===== config.mk =====
export PLATFORM = sky130hd
export DESIGN_NAME = imm_extend_stage
export DESIGN_NICKNAME = d
export VERILOG_FILES = /design/src/rtl/cpu_defs.sv /design/src/rtl/imm_extend_core.sv /design/src/rtl/imm_extend_stage.sv
export SDC_FILE = /design/constraint.sdc
export NUM_CORES = 1
export LEC_CHECK = 0
export ABC_CLOCK_PERIOD_IN_PS = 2000
export BUFFER_PORTS_ARGS = -buffer_cell sky130_fd_sc_hd__buf_2
export CAP_MARGIN = 5
export CELL_PAD_IN_SITES_DETAIL_PLACEMENT = 0
export CELL_PAD_IN_SITES_GLOBAL_PLACEMENT = 1
export CORE_AREA = 2 2 93 95
export DETAILED_ROUTE_END_ITERATION = 16
export DIE_AREA = 0 0 95 97
export PLACE_DENSITY = 0.88
export SLEW_MARGIN = 20
export SYNTH_ARGS = -nofsm -noshare
export SYNTH_HDL_FRONTEND = slang
export SYNTH_SLANG_ARGS = --single-unit

===== constraint.sdc =====
create_clock -name CLK -period 2 [get_ports CLK]
set_input_delay 0.2 -clock CLK [delete_from_list [all_inputs] [get_ports CLK]]
set_output_delay 0.2 -clock CLK [all_outputs]
set_load 0.05 [all_outputs]

===== src/rtl/cpu_defs.sv =====
// Shared CPU datapath definitions: immediate extension modes and default widths.
package cpu_defs;

    localparam logic [1:0] EXT_ZERO   = 2'b00;
    localparam logic [1:0] EXT_SIGN   = 2'b01;
    localparam logic [1:0] EXT_UPPER  = 2'b10;
    localparam logic [1:0] EXT_BRANCH = 2'b11;

    localparam int IMM_W  = 16;
    localparam int WORD_W = 32;

endpackage


===== src/rtl/imm_extend_core.sv =====
// Combinational immediate extender: widens an IN_W-bit field to OUT_W bits
// in zero, sign, upper-load or branch-offset form.
module imm_extend_core
    import cpu_defs::*;
#(
    parameter int IN_W  = IMM_W,
    parameter int OUT_W = WORD_W
) (
    input  logic [1:0]       mode,
    input  logic [IN_W-1:0]  data,
    output logic [OUT_W-1:0] ext
);

    // Branch offsets are shifted by two, so two headroom bits are needed above
    // the sign-extended field for no significant bit to be lost.
    if (OUT_W < IN_W + 2) begin : g_width_check
        $error("imm_extend_core: OUT_W must be at least IN_W+2");
    end

    logic [OUT_W-1:0] sext;

    assign sext = {{(OUT_W-IN_W){data[IN_W-1]}}, data};

    // Select the extension form for the requested mode.
    always_comb begin
        ext = '0;
        case (mode)
            EXT_ZERO:   ext = {{(OUT_W-IN_W){1'b0}}, data};
            EXT_SIGN:   ext = sext;
            EXT_UPPER:  ext = {data, {(OUT_W-IN_W){1'b0}}};
            EXT_BRANCH: ext = sext << 2;
            default:    ext = '0;
        endcase
    end

endmodule


===== src/rtl/imm_extend_stage.sv =====
// Registered immediate-extension stage with valid/ready handshake, a
// two-entry (main + skid) buffer and synchronous flush. Entries hold the
// already-extended word, so the mode is not carried through the buffer.
module imm_extend_stage
    import cpu_defs::*;
#(
    parameter int IN_W  = IMM_W,
    parameter int OUT_W = WORD_W
) (
    input  logic             CLK,
    input  logic             RST_n,
    input  logic             flush,
    input  logic             in_valid,
    output logic             in_ready,
    input  logic [1:0]       in_mode,
    input  logic [IN_W-1:0]  in_data,
    output logic             out_valid,
    input  logic             out_ready,
    output logic [OUT_W-1:0] ext_out
);

    logic [OUT_W-1:0] ext_word;
    logic [OUT_W-1:0] skid_q;
    logic             skid_valid;

    logic [OUT_W-1:0] main_n;
    logic             main_v_n;
    logic [OUT_W-1:0] skid_n;
    logic             skid_v_n;
    logic             accept;
    logic             consume;

    imm_extend_core #(
        .IN_W  (IN_W),
        .OUT_W (OUT_W)
    ) u_core (
        .mode (in_mode),
        .data (in_data),
        .ext  (ext_word)
    );

    // Next-state for main/skid; flush overrides any accept or consume.
    always_comb begin
        main_n   = ext_out;
        main_v_n = out_valid;
        skid_n   = skid_q;
        skid_v_n = skid_valid;
        accept   = in_valid && in_ready && !flush;
        consume  = out_valid && out_ready;
        if (flush) begin
            main_v_n = 1'b0;
            skid_v_n = 1'b0;
        end else if (!out_valid || consume) begin
            if (skid_valid) begin
                main_n   = skid_q;
                main_v_n = 1'b1;
                skid_v_n = accept;
                if (accept) begin
                    skid_n = ext_word;
                end
            end else begin
                main_v_n = accept;
                if (accept) begin
                    main_n = ext_word;
                end
            end
        end else if (accept) begin
            skid_n   = ext_word;
            skid_v_n = 1'b1;
        end
    end

    // Register the buffer state; in_ready tracks "skid will be empty".
    always_ff @(posedge CLK or negedge RST_n) begin
        if (!RST_n) begin
            ext_out    <= '0;
            out_valid  <= 1'b0;
            skid_q     <= '0;
            skid_valid <= 1'b0;
            in_ready   <= 1'b1;
        end else begin
            ext_out    <= main_n;
            out_valid  <= main_v_n;
            skid_q     <= skid_n;
            skid_valid <= skid_v_n;
            in_ready   <= !skid_v_n;
        end
    end

endmodule


**Yosys cells after proc, flatten, opt, wreduce, memory -nomap -nowiden**

Cells that the tools add are included.

- Eq/ne operators: 4
- Muxes and demuxes: 13
- Bitwise logic cells: 1
- Reduce and logical (&&, ||, !) cells: 12

Operators by type and width:

| kind | number |
|---|---|
| $mux W32 | 5 |
| $pmux W32 S4 | 1 |
| $mux W1 | 7 |
| $eq A2 B2 Y1 const B | 2 |
| $reduce_bool A2 Y1 | 2 |
| $logic_and A1 B1 Y1 | 3 |
| $logic_not A1 Y1 | 3 |
| $reduce_and A3 Y1 | 1 |
| $eq A2 B1 Y1 const B | 1 |
| $logic_not A2 Y1 | 1 |
| $ne A2 B2 Y1 const B | 1 |
| $reduce_and A2 Y1 | 1 |
| $logic_or A1 B1 Y1 | 1 |
| $not A1 Y1 | 1 |

- Register bits: 67
- Logic and storage cells: 35

**Longest topological paths before layout**

Gate-level depths: netlist (run 1).

- Depth in word-level cells: 6
- Depth in mapped cells: 6
- Depth with buffers taken out: 3

**Modules after synthesis**

Synthesis (run 1) repeated with hierarchy kept, for this count alone.

- Cell total of the unflattened synthesis: 226
- Area, all modules: 3374.5 um^2

By module, submodules not included:

| module | times used | cells each | area each (um^2) | seq. area each (um^2) |
|---|---|---|---|---|
| imm_extend_stage | 1 | 184 | 3009.1 | 1677.9 |
| imm_extend_core | 1 | 42 | 365.4 | 0.0 |

**Worst setup path before layout (run 1)**

No wires, ideal clock.

- Kind: register to register
- Start point: reg out_valid
- End point: reg ext_out[17]
- Setup time: 0.095 ns
- Data arrival time: 1.695 ns
- Slack: 0.209 ns
- Cell stages (with the launch flop): 7
- Buffers on the path: 3
- Period minus slack after synthesis: 1.791 ns
- Cells stage by stage: dfrtp_1 nor2b_4 buf_6 or3_1 buf_6 buf_6 o31ai_1

- Cells in the longest elaborated chain, start to end: 3
- Elaborated cells on any way between the ends: 4
- Those cells by class: reduce/logical (4)

Ends and longest elaborated chain:

| element | line | RTL |
|---|---|---|
| from (decl) | imm_extend_stage.sv:17 | `output logic out_valid,` |
| from (signal assigned) | imm_extend_stage.sv:83 | `out_valid <= main_v_n;` |
| $logic_not A1 Y1 / $logic_and A1 B1 Y1 (equally long branches) | imm_extend_stage.sv:53, imm_extend_stage.sv:49 |  |
| $logic_or A1 B1 Y1 (*) | imm_extend_stage.sv:53 | `end else if (!out_valid \|\| consume) begin` |
| $reduce_and A3 Y1 (no source line) (*) | n/a |  |
| to (signal assigned) | imm_extend_stage.sv:82 | `ext_out <= main_n;` |
| to (decl) | imm_extend_stage.sv:19 | `output logic [OUT_W-1:0] ext_out` |

Every way passes the cells marked *; elsewhere a longest branch is shown, timed or not.
A chain may end at the register's enable or synchronous reset.

**Worst setup path after layout (run 1)**

- Start point: reg in_ready
- End point: reg skid_q[19]

- Cells in the longest elaborated chain, start to end: 5

Ends and longest elaborated chain:

| element | line | RTL |
|---|---|---|
| from (decl) | imm_extend_stage.sv:14 | `output logic in_ready,` |
| from (signal assigned) | imm_extend_stage.sv:86 | `in_ready <= !skid_v_n;` |
| $logic_and A1 B1 Y1 (*) (2 in series) | imm_extend_stage.sv:48 | `accept = in_valid && in_ready && !flush;` |
| $mux W32 (*) | n/a |  |
| $mux W32 | n/a |  |
| $mux W32 (*) | n/a |  |
| to (signal assigned) | imm_extend_stage.sv:84 | `skid_q <= skid_n;` |
| to (decl) | imm_extend_stage.sv:23 | `logic [OUT_W-1:0] skid_q;` |

Every way passes the cells marked *; elsewhere a longest branch is shown, timed or not. The select of a mux whose other input is x is not followed.

==> run summary, run 1 <==
die height: 97 um
final setup fails: 0
PwrDens: 1080 nW/um2
clock skew: 0.00720 ns
Setup Crit Path Kind: reg -> reg
initial antenna violation count: 0
Post-synth EDFFs: 0
Slew headroom: 68.7%
htree depth: 3
met3 Use GR: 3.19%
Final min period: 1.64 ns
Critical Path, Cell by Cell: nand2_1, a211oi_4, buf_4, mux2i_1
setup tns final: 0 ns
launch point of the worst reg-to-reg path: in_ready
flops & latches, synth: 67
outcome: completed
largest cells by area after synthesis: dfrtp_1 47%, o31ai_1 11%, mux2i_1 8.9%
met2 Track Usage GR: 33.0%
Clk Latency, worst-skew pair: 0.35 ns
FF+latch area: 1680 um2
First DRT Iteration DRCs: 216
Pre-Repair DR Iteration Count: 4
CP max stage delay: 0.55 ns
cts repair resizes: 0
Crit path required time: 2.27 ns
Total Nets Final: 422
CTS clock-pin slew for the worst setup and hold paths: 0.07 ns
Clock Path Buffers: 2
slowest CP cell: dfstp_2
layout cells sized above 1: 27.0%
Cells after Synth: 348
gr busiest metal: met2
# fillers: 765
Yosys top cell area share: 47.2%
Die ar.: 9220 um2
grt met1 use: 28.4%
Crit path buffers/inverters: 1
mean routed wirelength per cell: 17.6 um
Routed Wire Length: 8960 um
Warnings, synthesis: 0
Tightest Pin Transition: 0.469 ns
Die X: 95 um
asr flop ratio synth: 100%
CTS tree: done
top-count cell post-synth: dfrtp_1
I/O pin total: 57
worst min-delay path class: in -> reg
delay-heaviest family, CP: flip-flops
Worst R2R Setup Slack: 0.36 ns
CP endpoint kind: flip-flop
Hold Violations, Final: 0
syn_area_per_cell: 10.1 um2
Core ar.: 8130 um2
GPL Wtd Cong: 0.810
sequential cell area fraction in the yosys report: 47.9%
Post-synth top cells: 66 x dfrtp_1, 51 x o31ai_1, 44 x a21oi_1, 31 x mux2i_1, 30 x inv_1
Worst R2R End: skid_q[19]
vias: 2,834
Netlist Area Pre-Place: 3500 um2
Fmax achieved: 611 MHz
hpwl dp: 5960 um
Yosys cell types: 31
grt total ovfl: 0
Initial Utilization: 43.0%
global-route wire length before repair: 14,800 um
Routed Antenna Nets: 0
clock sinks: 67
RSZ-0062 raised after global routing: false
TritonCTS buffer count: 9
hold_sp: in_data[5]
startpoint types: flip-flop
vias in the first global route: 2,958
total of max-cap violations: 0
hold path cells: 3
Root Driver: clkbuf_8
num rows: 33
Primary FF master, synth: dfrtp_1
Yosys top cell by area: dfrtp_1
detail-routed via count per cell: 5.57
Hold Path End: skid_q[7]
Final Util: 50.7%
DRC violations left: 0
area delta synth->final: 17.8%
largest net degree at the start of global routing: 68
antenna cells: 0
Worst R2R Path Depth: 4
Final Cycle Share: 81.8%
hold buffer count at cts: 1
CP Max Fanout: 19
Synth Net Count: 371
Post-CTS Setup Bufs: 0
total track usage: 20.8%
fin. max-slew vios: 0
port bufs: 56
multi-input logic area: 1540 um2
leak pwr: 1.86 nW
VDD IR max: 0.416 mV
critical path data arrival time: 1.90 ns
-- final cells by class --
class / instances / share of cell area, %
clock buffers: 11 / 3.67
clock inverters: 5 / 1.82
inverters: 31 / 2.82
multi-input cells: 217 / 37.2
flip-flops and latches: 67 / 40.7
well taps: 105 / 3.19
repair buffers: 73 / 10.6
-- flip-flops by register name (all words and copies together), names as in the netlist --
signal,cells
skid_q,32
in_ready,1
ext_out,32
out_valid,1
skid_valid,1
-- placed cells by master (no fill, tap or decap), drive strengths merged --
master       count
a211oi          15
a21o             1
a21oi           44
a221oi           1
a22o             1
a31o             1
a31oi            1
and2             2
buf             72
bufinv           2
clkbuf          11
clkinv           3
dfrtp           66
dfstp            1
dlygate4sd3      1
inv             31
mux2             5
mux2i           31
nand2            2
nand2b           1
nor2            29
nor2b           18
o21ai            4
o31ai           60
or3              1
-- power breakdown --
group | switching, W | total [W] | internal (W)
combinational | 0.000892 | 0.00128 | 0.000386
clock | 0.000526 | 0.00129 | 0.000763
sequential | 0.000187 | 0.00188 | 0.00170
total | 0.00160 | 0.00445 | 0.00285
-- how the worst max path moves through the flow --
stage | cells past startpoint | slack [ns] | start | end
after CTS | 4 | 0.36 | in_ready | skid_q[19]
after detailed placement | 4 | 0.38 | in_ready | skid_q[19]
final | 4 | 0.36 | in_ready | skid_q[19]
after global placement | 4 | 0.43 | in_ready | ext_out[31]
after global routing | 4 | 0.30 | in_ready | skid_q[17]
after floorplan | 6 | 0.21 | out_valid | ext_out[17]
-- per-stage QoR --
step	power [W]	hold WS (ns)	setup WS, ns	instances	instance area [um2]
floorplan	0.00282	-0.0956	0.209	348	3500
detailed placement	0.00319	0.251	0.380	492	3890
CTS	0.00448	0.207	0.358	509	4120
global placement	0.00314	0.246	0.430	492	3890
finish	0.00445	0.220	0.364	509	4120
global route	0.00469	0.232	0.298	509	4120
-- logic make-up (layout without fill, tap and decap cells) --
| family | after synthesis | in the layout | synth area share, % |
|---|---|---|---|
| buffers and inverters | 64 | 120 | 8.40 |
| DFF | 67 | 67 | 47.9 |
| AOI/OAI and AO/OA | 128 | 128 | 25.7 |
| muxes | 36 | 36 | 10.5 |
| and+or+nand+nor | 53 | 53 | 7.47 |
-- per-layer routing --
layer  vias up  share of wire (%)  wire length [um]
met5         -                  0                 0
met4         0                1.8               158
met3        14                4.8               434
met2        77                 48              4320
met1      1400                 45              4050
li1       1343                  -                 -
-- worst reg2reg max path, delay by kind of cell (launching register included) --
family / cells / cell delay (ns)
flip-flops: 1 / 0.55
buffers and inverters: 1 / 0.37
AO/OA/AOI/OAI: 1 / 0.27
multiplexers: 1 / 0.27
AND/OR/NAND/NOR: 1 / 0.08
Power figures use the tool's default switching activity.
==> run 2, diff against run 1 <==
Settings changed: ABC_CLOCK_PERIOD_IN_PS 2000 to 1450, CORE_AREA 2 2 93 95 to 2 2 98 100, DIE_AREA 0 0 95 97 to 0 0 100 102, PLACE_DENSITY 0.88 to 0.84.
Clock period 2 ns to 1.45 ns, I/O delays scaled along.
==> run summary, run 2 (same netlist as run 1, synthesis figures left out) <==
Pre-Repair DR Iteration Count: 5
hpwl dp: 6360 um
Worst R2R End: ext_out[4]
# fillers: 816
Clock Path Buffers: 2
First DRT Iteration DRCs: 178
Die ar.: 10,200 um2
total track usage: 19.2%
DRC violations left: 0
outcome: finished with violations
port bufs: 56
DP Worst Slack: -0.217 ns
TritonCTS buffer count: 9
Final Util: 49.9%
die height: 102 um
crit path capture: ext_out[4]
Total Nets Final: 433
Initial Utilization: 38.4%
area delta synth->final: 29.8%
largest net degree at the start of global routing: 68
RSZ-0062 raised after global routing: true
grt total ovfl: 0
fin. max-slew vios: 0
Critical Path Start: in_ready
launch point of the worst reg-to-reg path: in_ready
Die X: 100 um
Worst R2R Setup Slack: -0.11 ns
biggest regs: ext_out (32), skid_q (32)
CP endpoint kind: flip-flop
GPL Wtd Cong: 0.816
num rows: 35
Setup Crit Path Kind: reg -> reg
vias in the first global route: 2,900
VDD IR max: 0.784 mV
Routed Wire Length: 9350 um
vias: 2,853
CTS tree: done
total of max-cap violations: 0
Fmax achieved: 642 MHz
mean routed wirelength per cell: 17.8 um
Clk Latency, worst-skew pair: 0.35 ns
worst min-delay path class: in -> reg
startpoint types: flip-flop
Tightest Pin Transition: 0.721 ns
clock sinks: 67
Core ar.: 9110 um2
Worst R2R Path Depth: 4
PwrDens: 1320 nW/um2
Final Cycle Share: 107%
Crit path required time: 1.71 ns
layout cells sized above 1: 37.3%
CTS clock-pin slew for the worst setup and hold paths: 0.07 ns
Hold Violations, Final: 0
I/O pin total: 57
global-route wire length before repair: 15,000 um
most frequent cells in the layout: 65 x dfrtp_1, 56 x buf_2, 43 x a21oi_1, 31 x o31ai_2
Cell Count Post-Placement: 508
htree depth: 3
Root Driver: clkbuf_8
CP Max Fanout: 9
antenna cells: 0
total power: 0.00599 W
detail-routed via count per cell: 5.44
Routed Antenna Nets: 0
critical path data arrival time: 1.82 ns
clock skew: 0.00960 ns
Layout Cells excl Fill: 524
setup tns final: -3.50 ns
Final min period: 1.56 ns
most common cell after layout, fill and taps aside: dfrtp_1
initial antenna violation count: 0
violated checks: setup timing
hold_sp: in_data[14]
leak pwr: 1.97 nW
Worst Setup Slack, final: -0.107 ns
Slew headroom: 51.9%
final setup fails: 61
-- run 2: where the power goes --
part / switching (W) / total, W / internal [W]
combinational: 0.00132 / 0.00199 / 0.000666
sequential: 0.000289 / 0.00263 / 0.00234
clock: 0.000682 / 0.00137 / 0.000693
-- run 2: critical path, stage by stage, from the launching register on --
cell and delay (ns):
dfstp_4 0.64, a21oi_4 0.06, or3_4 0.39, buf_6 0.17, o31ai_2 0.22
-- run 2: stage by stage --
stage	hold slack [ns]	instance area, um2
after floorplan	-0.151	3540
after global placement	0.201	4060
after detailed placement	0.195	4060
after CTS	0.130	4300
after global routing	0.173	4540
final	0.159	4540
-- run 2: worst min-delay path by stage --
stage | slack (ns) | endpoint | depth (start not counted)
floorplan | -0.15 | ext_out[0] | 0
global placement | 0.20 | ext_out[11] | 2
detailed placement | 0.20 | skid_q[11] | 2
CTS | 0.13 | skid_q[30] | 3
global route | 0.17 | skid_q[20] | 3
finish | 0.16 | skid_q[30] | 3
-- run 2: final cells by class --
class                   count  area [um2]  share of cell area, %
clock inverters             2        12.5                  0.275
flip-flops and latches     67        1680                   37.0
clock buffers              12         155                   3.41
repair buffers             84         613                   13.5
inverters                  31         116                   2.56
well taps                 111         139                   3.06
multi-input cells         217        1830                   40.2
-- run 2: layer usage --
metal  routed length [um]  global-route usage [%]
met5                    0                       0
met4                  110                    5.37
met3                  507                    5.88
met2                 4640                    31.4
met1                 4090                    24.9
-- run 2: repair_timing --
item / 4_1_cts / 5_1_grt
pin swaps: 1 / 0
endpoints found under the setup margin: 62 / 63
hold endpoints to repair: 66 / 0
resized for setup: 14 / 41
setup buffers: 0 / 1
hold buffers: 1 / 0
==> run 3, diff against run 2 <==
Settings changed: PLACE_DENSITY 0.84 to not set, PLACE_DENSITY_LB_ADDON set to 0.05.
==> run summary, run 3 (same netlist as run 1, synthesis figures left out) <==
antenna cells: 0
Post-DP Area: 4050 um2
area delta synth->final: 38.7%
die height: 102 um
Die ar.: 10,200 um2
biggest regs: ext_out (32), skid_q (32)
TritonCTS buffer count: 9
PwrDens: 1310 nW/um2
hpwl dp: 6510 um
Final Cycle Share: 110%
launch point of the worst reg-to-reg path: in_ready
port bufs: 56
largest net degree at the start of global routing: 68
VDD IR max: 0.636 mV
vias: 2,874
DRC violations left: 0
layout cells sized above 1: 41.4%
Fmax achieved: 627 MHz
outcome: finished with violations
Total Nets Final: 441
Tightest Pin Transition: 0.533 ns
multi-input logic area: 1980 um2
Routed Antenna Nets: 0
total of max-cap violations: 0
fin. max-slew vios: 0
setup tns final: -7.85 ns
Critical Path, Cell by Cell: a21oi_4, or3_4, clkbuf_16, o31ai_4
initial antenna violation count: 0
Setup Crit Path Kind: reg -> reg
clock skew: 0.0123 ns
Clk Latency, worst-skew pair: 0.35 ns
mean routed wirelength per cell: 19.1 um
Layout Cells excl Fill: 534
Worst R2R Setup Slack: -0.15 ns
CTS clock-pin slew for the worst setup and hold paths: 0.08 ns
GPL Wtd Cong: 0.747
vias in the first global route: 2,833
Final min period: 1.60 ns
Core ar.: 9110 um2
Cell Count Post-Placement: 510
most frequent cells in the layout: 65 x dfrtp_1, 56 x buf_2, 43 x a21oi_1, 31 x mux2i_1
CP max stage delay: 0.64 ns
Worst R2R End: ext_out[15]
htree depth: 3
violated checks: setup timing
CTS tree: done
hold_sp: flush
CP Max Fanout: 7
final setup fails: 67
num rows: 35
FF+latch area: 1680 um2
hold slack: 0.166 ns
# fillers: 850
Routed Wire Length: 10,200 um
detail-routed via count per cell: 5.38
Root Driver: clkbuf_8
worst min-delay path class: in -> reg
Pre-Repair DR Iteration Count: 4
Hold Path End: in_ready
CP endpoint kind: flip-flop
most common cell after layout, fill and taps aside: dfrtp_1
Worst R2R Path Depth: 4
Die X: 100 um
Worst Setup Slack, final: -0.146 ns
global-route wire length before repair: 15,400 um
leak pwr: 2.07 nW
critical path data arrival time: 1.86 ns
slowest CP cell: dfstp_4
Final Util: 53.3%
Slew headroom: 64.4%
grt total ovfl: 0
Hold Violations, Final: 0
Clock Path Buffers: 2
clock sinks: 67
Crit path required time: 1.71 ns
Initial Utilization: 38.4%
I/O pin total: 57
Layout Cell Area excl Fill: 4850 um2
total track usage: 20.1%
Crit path buffers/inverters: 1
delay-heaviest family, CP: flip-flops
hold path cells: 3
startpoint types: flip-flop
RSZ-0062 raised after global routing: true
First DRT Iteration DRCs: 77
==> run 3: cell types whose count changed in the layout (fill, tap and decap cells not counted), moves of 2 or more <==
cell and change:
buf_6 +4, buf_12 -2, o21ai_2 +2, buf_4 +2, o31ai_4 +10, clkbuf_16 +4
o31ai_1 -9, o21ai_1 -2
==> run 3: what timing repair did <==
action / 4_1_cts / 5_1_grt
hold endpoints to repair: 66 / 0
pin swaps: 0 / 3
endpoints found under the setup margin: 67 / 67
gates resized for setup: 27 / 53
cloned: 0 / 5
hold buffers: 1 / 0
buffers inserted: 2 / 0
==> run 3: area by class of cell <==
| cell class | instances | share of cell area [%] |
|---|---|---|
| well taps | 111 | 2.86 |
| multi-input cells | 217 | 40.7 |
| clock inverters | 4 | 1.03 |
| inverters | 31 | 2.40 |
| clock buffers | 12 | 3.20 |
| repair buffers | 92 | 15.1 |
| flip-flops and latches | 67 | 34.7 |
==> run 3: worst reg2reg max path: cells and delay by family (launching register included) <==
family | cells | cell delay [ns]
AND/OR/NAND/NOR | 1 | 0.44
AO/OA/AOI/OAI | 2 | 0.21
buffers and inverters | 1 | 0.22
flip-flops | 1 | 0.64
==> run 3: worst max-delay path by stage <==
stage | from | endpoint | slack (ns) | depth (start not counted)
after floorplan | in_ready | ext_out[17] | -0.23 | 5
after global placement | in_ready | ext_out[22] | -0.16 | 4
after detailed placement | in_ready | ext_out[26] | -0.19 | 4
after CTS | in_ready | skid_q[5] | -0.16 | 6
after global routing | in_ready | skid_q[7] | -0.22 | 6
final | in_ready | ext_out[15] | -0.15 | 4
==> run 3: power by group <==
| part | internal (W) | switching (W) |
|---|---|---|
| Combinational | 0.000737 | 0.00138 |
| Sequential | 0.00234 | 0.000269 |
| Clock | 0.000886 | 0.000741 |
| Total | 0.00396 | 0.00239 |
==> run 3: metrics by stage <==
step	setup WS, ns	power [W]
after floorplan	-0.226	0.00391
after global placement	-0.157	0.00440
after detailed placement	-0.193	0.00443
after CTS	-0.160	0.00614
after global routing	-0.224	0.00670
final	-0.146	0.00635
==> run 3: routing by layer <==
metal  vias to the layer above  routed length [um]  global-route usage (%)
li1                       1389                   -                       -
met4                         0                 186                    8.11
met3                        14                 275                    2.80
met5                         -                   0                       0
met1                      1420                4800                    27.2
met2                        51                4960                    32.7
